`config.mk`:
```
export PLATFORM = sky130hd
export DESIGN_NAME = render_frame_scheduler_flat
export DESIGN_NICKNAME = d
export VERILOG_FILES = /design/src/rtl/render_frame_scheduler_if.sv /design/src/rtl/render_frame_scheduler.sv /design/src/flat_wrapper.sv
export SDC_FILE = /design/constraint.sdc
export NUM_CORES = 1
export LEC_CHECK = 0
export ABC_AREA = 1
export BUFFER_PORTS_ARGS = -buffer_cell sky130_fd_sc_hd__buf_2
export CAP_MARGIN = 40
export CORE_MARGIN = 2
export CORE_UTILIZATION = 25
export DETAILED_ROUTE_END_ITERATION = 10
export PLACE_DENSITY = 0.47
export SLEW_MARGIN = 10
export SYNTH_ARGS = -nofsm -noshare
export SYNTH_HDL_FRONTEND = slang
export SYNTH_SLANG_ARGS = --single-unit
```
`constraint.sdc`:
```
create_clock -name clk -period 2.7 [get_ports clk]
set_input_delay 0 -clock clk [delete_from_list [all_inputs] [get_ports clk]]
set_output_delay 0 -clock clk [all_outputs]
set_load 0.01 [all_outputs]
```
`src/rtl/render_frame_scheduler_if.sv`:
```
// Column-job handshake between the frame scheduler (master) and the ray-cast engine (slave).
interface render_frame_scheduler_if #(
  parameter int COL_W = 9
);
  logic             col_valid;
  logic [COL_W-1:0] col_idx;
  logic             col_ready;
  logic             col_done;

  modport master (output col_valid, col_idx, input col_ready, col_done);
  modport slave  (input col_valid, col_idx, output col_ready, col_done);
endinterface

```
`src/rtl/render_frame_scheduler.sv`:
```
// Per-frame column job sequencer with double-buffer swap at vblank.
module render_frame_scheduler #(
  parameter int NUM_COLS = 320,
  parameter int COL_W    = 9,
  parameter int V_ACTIVE = 480,
  parameter int DROP_W   = 8
) (
  input  logic                      clk,
  input  logic                      rst,
  input  logic [9:0]                h_count,
  input  logic [9:0]                v_count,
  input  logic                      enable,
  render_frame_scheduler_if.master  col,
  output logic                      front_buf,
  output logic                      render_buf,
  output logic                      frame_swap,
  output logic                      overrun,
  output logic [DROP_W-1:0]         drop_count
);

  typedef enum logic [1:0] {IDLE, ISSUE, WAIT, READY} state_t;

  localparam logic [COL_W-1:0] LAST_IDX = COL_W'(NUM_COLS - 1);
  localparam logic [COL_W:0]   ALL_COLS = (COL_W + 1)'(NUM_COLS);

  state_t         state;
  logic [COL_W:0] done_cnt;
  logic [COL_W:0] xfer_total;
  logic           tick;
  logic           xfer;
  logic           done_inc;

  assign tick       = (v_count == 10'(V_ACTIVE)) && (h_count == 10'd0);
  assign xfer       = (state == ISSUE) && col.col_valid && col.col_ready;
  assign render_buf = ~front_buf;

  // Jobs handed to the engine so far, including one accepted this cycle;
  // done pulses beyond this bound belong to no outstanding job.
  always_comb begin
    xfer_total = '0;
    case (state)
      ISSUE:   xfer_total = {1'b0, col.col_idx} + (COL_W + 1)'(xfer);
      WAIT:    xfer_total = ALL_COLS;
      default: xfer_total = '0;
    endcase
  end

  assign done_inc = col.col_done && (done_cnt < xfer_total);

  // NOTE: rst is sampled only at the clock edge, so it sits inside the
  // clocked branch rather than in the sensitivity list.
  always_ff @(posedge clk) begin
    if (!rst) begin
      state         <= IDLE;
      col.col_valid <= 1'b0;
      col.col_idx   <= '0;
      done_cnt      <= '0;
      front_buf     <= 1'b0;
      frame_swap    <= 1'b0;
      overrun       <= 1'b0;
      drop_count    <= '0;
    end else begin
      // NOTE: non-blocking throughout; the later done_cnt clear on frame
      // start deliberately overrides the increment above it.
      frame_swap <= 1'b0;
      overrun    <= 1'b0;
      if (done_inc) done_cnt <= done_cnt + 1'b1;

      case (state)
        IDLE: begin
          if (tick && enable) begin
            state         <= ISSUE;
            col.col_valid <= 1'b1;
            col.col_idx   <= '0;
            done_cnt      <= '0;
          end
        end
        ISSUE: begin
          if (xfer) begin
            if (col.col_idx == LAST_IDX) begin
              state         <= WAIT;
              col.col_valid <= 1'b0;
            end else begin
              col.col_idx <= col.col_idx + 1'b1;
            end
          end
        end
        WAIT: begin
          // A tick here is an overrun; the state holds until the next cycle.
          if (!tick && done_cnt == ALL_COLS) state <= READY;
        end
        READY: begin
          if (tick) begin
            front_buf  <= ~front_buf;
            frame_swap <= 1'b1;
            if (enable) begin
              state         <= ISSUE;
              col.col_valid <= 1'b1;
              col.col_idx   <= '0;
              done_cnt      <= '0;
            end else begin
              state <= IDLE;
            end
          end
        end
        default: state <= IDLE;
      endcase

      if (tick && (state == ISSUE || state == WAIT)) begin
        overrun <= 1'b1;
        if (drop_count != {DROP_W{1'b1}}) drop_count <= drop_count + 1'b1;
      end
    end
  end

endmodule

```
`src/flat_wrapper.sv`:
```
// flat-port wrapper written by rule: the top's interface ports become plain ports
module render_frame_scheduler_flat 
#(
  parameter int NUM_COLS = 320,
  parameter int COL_W    = 9,
  parameter int V_ACTIVE = 480,
  parameter int DROP_W   = 8
)
  (clk, rst, h_count, v_count, enable, front_buf, render_buf, frame_swap, overrun, drop_count, col_col_valid, col_col_idx, col_col_ready, col_col_done);
  render_frame_scheduler_if #(.COL_W(COL_W)) col_i ();
  input  logic clk;
  input  logic rst;
  input  logic [9:0] h_count;
  input  logic [9:0] v_count;
  input  logic enable;
  output logic front_buf;
  output logic render_buf;
  output logic frame_swap;
  output logic overrun;
  output logic [DROP_W-1:0] drop_count;
  output wire logic [$bits(col_i.col_valid)-1:0] col_col_valid;
  output wire logic [$bits(col_i.col_idx)-1:0] col_col_idx;
  input wire logic [$bits(col_i.col_ready)-1:0] col_col_ready;
  input wire logic [$bits(col_i.col_done)-1:0] col_col_done;
  assign col_col_valid = col_i.col_valid;
  assign col_col_idx = col_i.col_idx;
  assign col_i.col_ready = col_col_ready;
  assign col_i.col_done = col_col_done;
  render_frame_scheduler #(.NUM_COLS(NUM_COLS), .COL_W(COL_W), .V_ACTIVE(V_ACTIVE), .DROP_W(DROP_W)) u_core (.clk(clk), .rst(rst), .h_count(h_count), .v_count(v_count), .enable(enable), .col(col_i), .front_buf(front_buf), .render_buf(render_buf), .frame_swap(frame_swap), .overrun(overrun), .drop_count(drop_count));
endmodule
```
==> results of run 1 <==
-- layout by cell type (no fill, tap or decap), drive strengths merged --
master / instances
nand4: 17
ha: 19
nor3b: 1
a21oi: 27
dfxtp: 33
or2: 1
o211ai: 1
nand2: 81
clkbuf: 7
xnor2: 2
clkinv: 1
nor3: 15
and2: 1
xor2: 13
o21ai: 20
nand3: 23
o22ai: 1
inv: 40
a31oi: 2
o31ai: 1
nand3b: 1
nor2: 60
buf: 68
-- where the power goes --
part           switching (mW)  internal, mW  total, mW  leakage [nW]
combinational           0.443         0.274      0.717          1.03
sequential             0.0511         0.525      0.576         0.268
clock                   0.175         0.202      0.377        0.0443
total                   0.669          1.00       1.67          1.34
-- cells in the mapped netlist (all sizes together) --
cell and count:
buf 5, xnor2 2, clkinv 1, a21oi 27, a31oi 2, nand2 81
or2 1, nor3b 1, o22ai 1, nor2 60, nand3b 1, o31ai 1
nor3 15, nand4 17, nand3 23, and2 1, o21ai 20, ha 19
inv 40, dfxtp 33, o211ai 1, xor2 13, clkbuf 4
-- final timing paths --
path                             end  slack (ns)  cells past startpoint
setup reg to reg  u_core.done_cnt[3]      -0.008                     21
hold reg to reg     u_core.front_buf        0.48                      2
setup / recovery  u_core.done_cnt[3]      -0.008                     21
hold / removal       u_core.state[1]        0.09                      3
-- flip-flops by register name, summed over array words and instances (netlist names) --
signal,flops
u_core.col.col_idx,9
u_core.col.col_valid,1
u_core.done_cnt,10
u_core.drop_count,8
u_core.frame_swap,1
u_core.front_buf,1
u_core.overrun,1
u_core.state,2
-- routing by layer --
layer / up-vias / track usage, % / part of all wire [%]
li1: 1348 / - / -
met1: 1151 / 16.3 / 48
met2: 41 / 21.7 / 48
met3: 8 / 2.20 / 3.1
met4: 0 / 3.09 / 1.2
met5: - / 0 / 0
-- timing repair --
item,in CTS,in global routing
endpoints found under the setup margin,10,10
pin swaps,9,13
endpoints found under the hold margin,0,0
buffers inserted,3,4
gates resized for setup,11,20
-- worst max-delay path, stage by stage (launching register included) --
cell and delay, ns:
dfxtp_2 0.33, inv_2 0.05, ha_4 0.15, inv_2 0.07
nor2_4 0.04, ha_4 0.17, ha_4 0.16, nand2_4 0.08
nor2_4 0.04, buf_4 0.13, nor2_1 0.08, o21ai_0 0.11
ha_1 0.31, nand4_1 0.12, nor3_2 0.22, nand2_2 0.10
nand3_4 0.15, clkinv_4 0.10, nand2_2 0.08, nand2_2 0.04
nand2_1 0.05, nor2_1 0.03
-- kinds of logic (layout without fill, tap and decap cells) --
logic type	Yosys count	count (layout)
adders and majority gates	19	19
AOI/OAI and AO/OA	52	52
and+or+nand+nor	200	200
DFF	33	33
xor gates and xnor gates	15	15
buffers and inverters	50	116
-- final cells by class --
| class | count | area, um^2 | share of cell area [%] |
|---|---|---|---|
| inverters | 41 | 159 | 4.92 |
| repair buffers | 68 | 399 | 12.3 |
| flip-flops and latches | 33 | 663 | 20.5 |
| clock buffers | 7 | 86.3 | 2.67 |
| well taps | 133 | 166 | 5.15 |
| multi-input cells | 286 | 1760 | 54.4 |
==> metrics.yaml, run 1 <==
status: "complete, but fails checks"
violations: "negative setup slack"
antenna_left: 0
setup_viol: 1
grt_usage_pct: 12.6
worst_ep_required_time_ns: 2.88
synth_top_area_share_pct: 26.5
fp.dieH_um: 104
worst_setup_path_end_kind: "flop"
synth_fa_ha_area_share_pct: 9.54
place_inst: 554
totalWireLength_um: 6850
worstHoldPathType: "input pin to flop"
finalClockSkew_ns: 0.00347
rsz0062_at_grt: "true"
clock_sinks: 33
viasPerCell: 4.49
hold_viol: 0
io_pins: 47
grt_pass1_wl_um: 11300
total_power_mw: 1.67
hpwl_um: 5310
postSynthCellCount: 369
timing.fmax_mhz: 369
cts_buffers: 5
power.density_nw_per_um2: 517
path_class: "flop to flop"
via_count: 2548
port_buffers: 46
drt_pass1_iterations: 4
cts_root_buffer: "clkbuf_8"
dp_slack_ns: -0.112
synth_area_um2: 2490
period_share_pct: 100
ys_seq_area_share_pct: 26.5
gp_congestion: 0.855
antenna_cells: 0
core-area_um2: 9730
ir_drop_mv: 0.274
cts_tree: "done"
clk_latency_ns: 0.28
clkTransAtPathRegs_ns: 0.07
syn2layout_area_growth_pct: 29.7
worst_pin_slew_ns: 0.588
die_area_um2: 10800
drcViolationCount: 0
critPathMaxFanout: 8
r2r_start: "u_core.state[1]"
synth_top_family_by_area: "simple AND/OR/NAND/NOR gates"
drive_gt1_share_pct: 30.6
crit_arrival_ns: 2.89
synth.distinct_cells: 36
postSynthAreaPerCell_um2: 6.75
final_nets: 479
clock_path_buffers: 2
post_dp_cell_area_um2: 2970
yosys_register_bits: 33
antenna_found_initial: 0
fin_area_um2: 3230
ys_top_cells_by_area: "dfxtp_1 27%, nand2_1 11%, ha_1 9.5%"
cts_max_level: 2
cts_hold_buf: 0
cp-startpoint: "u_core.state[1]"
fin_crit_ns: 2.71
cap_violations: 0
initial_core_util_pct: 25.6
synth_nets: 413
wl_per_cell_um: 12.1
setup_tns_ns: -0.00835
first_iter_violations: 144
synth-xor-area-share_pct: 5.27
drv_slew: 0
whs_ns: 0.0894
yosys_warnings: 0
grt-ovfl-total: 0
muxShareOfSynthArea_pct: 0
synth_compound_area_share_pct: 11.7
min_from: "rst"
n_fill_cell: 1090
relSlewSlack_pct: 60.7
synth_simple_gate_area_share_pct: 38.3
setup_slack_ns: -0.00835
synth_largest_area_cell: "dfxtp_1"
row_count: 36
die_x_um: 104
stdcell_count: 568
leakagePower_nw: 1.34
start_kind: "flop"
grt_max_degree: 16
grt_pass1_vias: 2373
post-route-util_pct: 33.2
(Power assumes the default switching activity.)
==> run 2, diff against run 1 <==
--- a/config.mk
+++ b/config.mk
@@ -12,3 +12,5 @@
 export CORE_UTILIZATION = 25
+export CTS_CLUSTER_SIZE = 30
 export DETAILED_ROUTE_END_ITERATION = 10
+export MAX_ROUTING_LAYER = met4
 export PLACE_DENSITY = 0.47
--- a/constraint.sdc
+++ b/constraint.sdc
@@ -3,2 +3,2 @@
 set_output_delay 0 -clock clk [all_outputs]
-set_load 0.01 [all_outputs]
+set_load 0.005 [all_outputs]
==> run 2 against run 1 <==
Effect of this change:
- the flow still finishes with violations (negative setup slack)
- via count up 0.12%
- final cell count unchanged
- power down 0.17%
- combinational power about the same
- routed wire length about the same
- non-clock buffer count unchanged
- critical endpoint unchanged
==> metrics.yaml, run 2 (same netlist as run 1, synthesis figures left out) <==
grt_pass1_wl_um: 11300
rsz0062_at_grt: "true"
first_iter_violations: 142
cp-startpoint: "u_core.state[1]"
die_area_um2: 10800
path_class: "flop to flop"
critPathMaxFanout: 8
timing.fmax_mhz: 369
drcViolationCount: 0
n_fill_cell: 1090
antenna_found_initial: 0
antenna_left: 0
viasPerCell: 4.49
final_common_cell: "nand2_1"
antenna_cells: 0
die_x_um: 104
cts_hold_buf: 0
period_share_pct: 100
finalClockSkew_ns: 0.00364
relSlewSlack_pct: 60.9
clk_latency_ns: 0.28
syn2layout_area_growth_pct: 29.7
largestRegisters: "u_core.done_cnt (10), u_core.col.col_idx (9), u_core.drop_count (8)"
clock_sinks: 33
reg2reg_to: "u_core.done_cnt[3]"
initial_core_util_pct: 25.6
via_count: 2551
gp_congestion: 0.869
grt_pass1_vias: 2373
drv_slew: 0
ir_drop_mv: 0.275
fin_crit_ns: 2.71
cts_tree: "done"
cts_max_level: 2
cts_buffers: 5
port_buffers: 46
status: "complete, but fails checks"
reg2reg_depth: 21
worst_pin_slew_ns: 0.586
grt_usage_pct: 13.0
clock_path_buffers: 2
final_nets: 479
wl_per_cell_um: 12.1
reg2reg_slack_ns: -0.008
top_register: "u_core.done_cnt"
post_dp_cell_area_um2: 2970
grt_max_degree: 16
clkTransAtPathRegs_ns: 0.07
start_kind: "flop"
drt_pass1_iterations: 4
drive_gt1_share_pct: 30.6
violations: "negative setup slack"
crit_end: "u_core.done_cnt[3]"
io_pins: 47
stdcell_count: 568
place_inst: 554
min_from: "rst"
row_count: 36
grt-ovfl-total: 0
fin_area_um2: 3230
whs_ns: 0.0887
r2r_start: "u_core.state[1]"
crit_arrival_ns: 2.89
worst_setup_path_end_kind: "flop"
hpwl_um: 5310
final_cell_mix: "66 x nand2_1, 49 x nor2_1, 46 x buf_2"
worst_ep_required_time_ns: 2.88
setup_slack_ns: -0.00766
largest_reg_flops: 10
cts_root_buffer: "clkbuf_8"
worstHoldPathType: "input pin to flop"
fp.dieH_um: 104
leakagePower_nw: 1.34
setup_viol: 1
cap_violations: 0
totalWireLength_um: 6860
hold_viol: 0
power.density_nw_per_um2: 516
core-area_um2: 9730
## run 2: cell counts in the layout (fill, tap and decap cells not counted)
No cell type changed its count.
## run 2: where the power goes
part	leakage [nW]	internal, mW	total (mW)	switching (mW)
Combinational	1.03	0.274	0.714	0.440
Clock	0.0443	0.202	0.378	0.176
Sequential	0.268	0.525	0.576	0.0509
## run 2: worst max-delay path: stages, from the launching register on
cell and delay, ns:
dfxtp_2 0.33, inv_2 0.05, ha_4 0.15, inv_2 0.07, nor2_4 0.04, ha_4 0.17, ha_4 0.16, nand2_4 0.08
nor2_4 0.04, buf_4 0.13, nor2_1 0.08, o21ai_0 0.11, ha_1 0.31, nand4_1 0.12, nor3_2 0.22, nand2_2 0.10
nand3_4 0.15, clkinv_4 0.10, nand2_2 0.08, nand2_2 0.04, nand2_1 0.05, nor2_1 0.03
## run 2: cell type report
type	count	area, um^2	share of cell area (%)
clock buffers	7	86.3	2.67
inverters	41	159	4.92
multi-input cells	286	1760	54.4
flip-flops and latches	33	663	20.5
well taps	133	166	5.15
repair buffers	68	399	12.3
## run 2: layer usage
layer / track usage (%) / routed length, um / part of all wire [%]
met5: - / 0 / 0
met4: 3.09 / 82 / 1.2
met3: 2.08 / 203 / 3.0
met2: 21.8 / 3290 / 48
met1: 16.3 / 3280 / 48
## run 2: worst min path at each step
stage,end,cells past startpoint
finish,u_core.state[1],3
floorplan,u_core.done_cnt[0],2
CTS,u_core.state[1],3
global route,u_core.state[1],3
global placement,u_core.state[1],3
detailed placement,u_core.drop_count[2],3
## run 2: what timing repair did
| action | CTS | global route |
|---|---|---|
| resized for setup | 11 | 20 |
| endpoints found under the setup margin | 10 | 10 |
| cloned | 0 | 0 |
| pin swaps | 9 | 13 |
| buffers inserted | 3 | 4 |
## run 2: through the flow
| stage | setup slack (ns) | total power, mW | TNS [ns] | util (%) |
|---|---|---|---|---|
| 2_1_floorplan | 0.00490 | 1.05 | 0 | - |
| 4_1_cts | 0.00161 | 1.62 | 0 | 32.1 |
| 3_3_place_gp | -0.0159 | 1.22 | -0.0292 | 30.5 |
| 3_5_place_dp | -0.112 | 1.23 | -0.857 | 30.5 |
| 5_1_grt | -0.248 | 1.81 | -1.97 | 33.2 |
| 6_report | -0.00766 | 1.67 | -0.00766 | 33.2 |
==> run 3, diff against run 2 <==
Settings changed: SETUP_SLACK_MARGIN set to 0.3.
==> run 3 against run 2 <==
Effect of this change:
- critical path depth shrank 1
- final cell count grew 0.53%
- the flow still finishes with violations (negative setup slack)
- sequential power is essentially flat
- hold slack lost 0.0091 ns
- first-iteration DRC count shrank 29%
==> metrics.yaml, run 3 (same netlist as run 1, synthesis figures left out) <==
post-route-util_pct: 33.3
port_buffers: 46
fin_area_um2: 3240
clk_latency_ns: 0.29
largest_reg_flops: 10
period_share_pct: 100
cts_max_level: 2
rsz0062_at_grt: "true"
first_iter_violations: 101
largestRegisters: "u_core.done_cnt (10), u_core.col.col_idx (9), u_core.drop_count (8)"
totalWireLength_um: 6840
timing.fmax_mhz: 370
reg2reg_slack_ns: -0.005
place_inst: 553
fp.dieH_um: 104
leakagePower_nw: 1.38
violations: "negative setup slack"
grt_pass1_vias: 2473
cts_buffers: 5
cts_root_buffer: "clkbuf_8"
worst_ep_required_time_ns: 2.89
core-area_um2: 9730
hpwl_um: 5370
status: "complete, but fails checks"
drive_gt1_share_pct: 29.7
die_area_um2: 10800
stdcell_count: 571
gp_congestion: 0.800
dp_slack_ns: -0.0328
hold_path_depth: 3
io_pins: 47
final_cell_mix: "64 x nand2_1, 51 x nor2_1, 46 x buf_2"
grt_usage_pct: 13.3
hold_end: "u_core.drop_count[6]"
post_dp_cell_area_um2: 3010
drcViolationCount: 0
grt_max_degree: 16
cap_violations: 0
setup_slack_ns: -0.00493
die_x_um: 104
via_count: 2564
grt-ovfl-total: 0
drt_pass1_iterations: 4
clock_path_buffers: 2
relSlewSlack_pct: 63.4
total_power_mw: 1.80
initial_core_util_pct: 25.6
final_nets: 481
cts_tree: "done"
n_fill_cell: 1082
top_register: "u_core.done_cnt"
antenna_left: 0
setup_viol: 1
reg2reg_depth: 20
syn2layout_area_growth_pct: 30.2
reg2reg_to: "u_core.done_cnt[1]"
power.density_nw_per_um2: 555
min_from: "rst"
clkTransAtPathRegs_ns: 0.08
row_count: 36
grt_pass1_wl_um: 11700
whs_ns: 0.0796
crit_arrival_ns: 2.89
worst_pin_slew_ns: 0.548
critPathMaxFanout: 7
final_common_cell: "nand2_1"
clock_sinks: 33
start_kind: "flop"
drv_slew: 0
antenna_cells: 0
viasPerCell: 4.49
r2r_start: "u_core.state[1]"
worstHoldPathType: "input pin to flop"
setup_tns_ns: -0.00493
path_class: "flop to flop"
antenna_found_initial: 0
fin_crit_ns: 2.70
multiInputGateArea_um2: 1720
hold_viol: 0
finalClockSkew_ns: 0.00520
regArea_um2: 663
worst_setup_path_end_kind: "flop"
ir_drop_mv: 0.204
wl_per_cell_um: 12.0
==> run 3: changes by cell type in the layout (fill, tap and decap cells not counted), sizes merged <==
cell	change
inv	+1
clkinv	-1
buf	+2
bufinv	+1
==> run 3: power breakdown <==
part	switching (mW)	internal (mW)	total [mW]
clock network	0.200	0.301	0.501
logic	0.445	0.279	0.724
registers	0.0488	0.525	0.574
total	0.693	1.11	1.80
==> run 3: worst max-delay path by stage <==
stage | startpoint | end | slack, ns | cells after the start
2_1_floorplan | u_core.state[1] | u_core.done_cnt[3] | 0.09 | 21
3_3_place_gp | u_core.state[1] | u_core.done_cnt[3] | 0.03 | 21
3_5_place_dp | u_core.state[1] | u_core.done_cnt[4] | -0.03 | 20
4_1_cts | u_core.state[1] | u_core.done_cnt[3] | 0.04 | 20
5_1_grt | u_core.state[1] | u_core.done_cnt[3] | -0.19 | 20
6_report | u_core.state[1] | u_core.done_cnt[1] | -0.005 | 20
==> run 3: layer usage <==
layer | part of all wire, % | global-route usage, % | up-vias
li1 | - | - | 1355
met1 | 48 | 16.8 | 1160
met2 | 48 | 22.1 | 42
met3 | 2.6 | 2.20 | 7
met4 | 1.2 | 3.47 | 0
met5 | 0 | - | -
==> run 3: worst max-delay path, stage by stage (launching register included) <==
cell and delay [ns]:
dfxtp_2 0.33, inv_2 0.07, ha_4 0.15, inv_6 0.03
nor2_4 0.10, ha_4 0.16, ha_4 0.14, nand2_4 0.05
nor2_4 0.14, nand2_2 0.08, o31ai_2 0.17, o21ai_1 0.08
nand2_1 0.06, ha_1 0.23, nand2_2 0.10, nor2_2 0.04
nor2_2 0.16, nand3_4 0.17, buf_6 0.16, o21ai_1 0.11
nor2_1 0.05
==> run 3: cell type report <==
type / count / share of cell area, %
Clock buffer: 7 / 2.66
Clock inverter: 1 / 0.926
Inverter: 41 / 5.13
Multi-Input combinational cell: 286 / 52.9
Sequential cell: 33 / 20.4
Tap cell: 133 / 5.13
Timing Repair Buffer: 70 / 12.8
==> run 3: timing repair <==
action / in CTS / in global routing
endpoints found under the hold margin: 0 / 0
resized for setup: 4 / 13
pin swaps: 18 / 18
setup buffers: 6 / 4
endpoints found under the setup margin: 10 / 10
hold buffers: 0 / 0
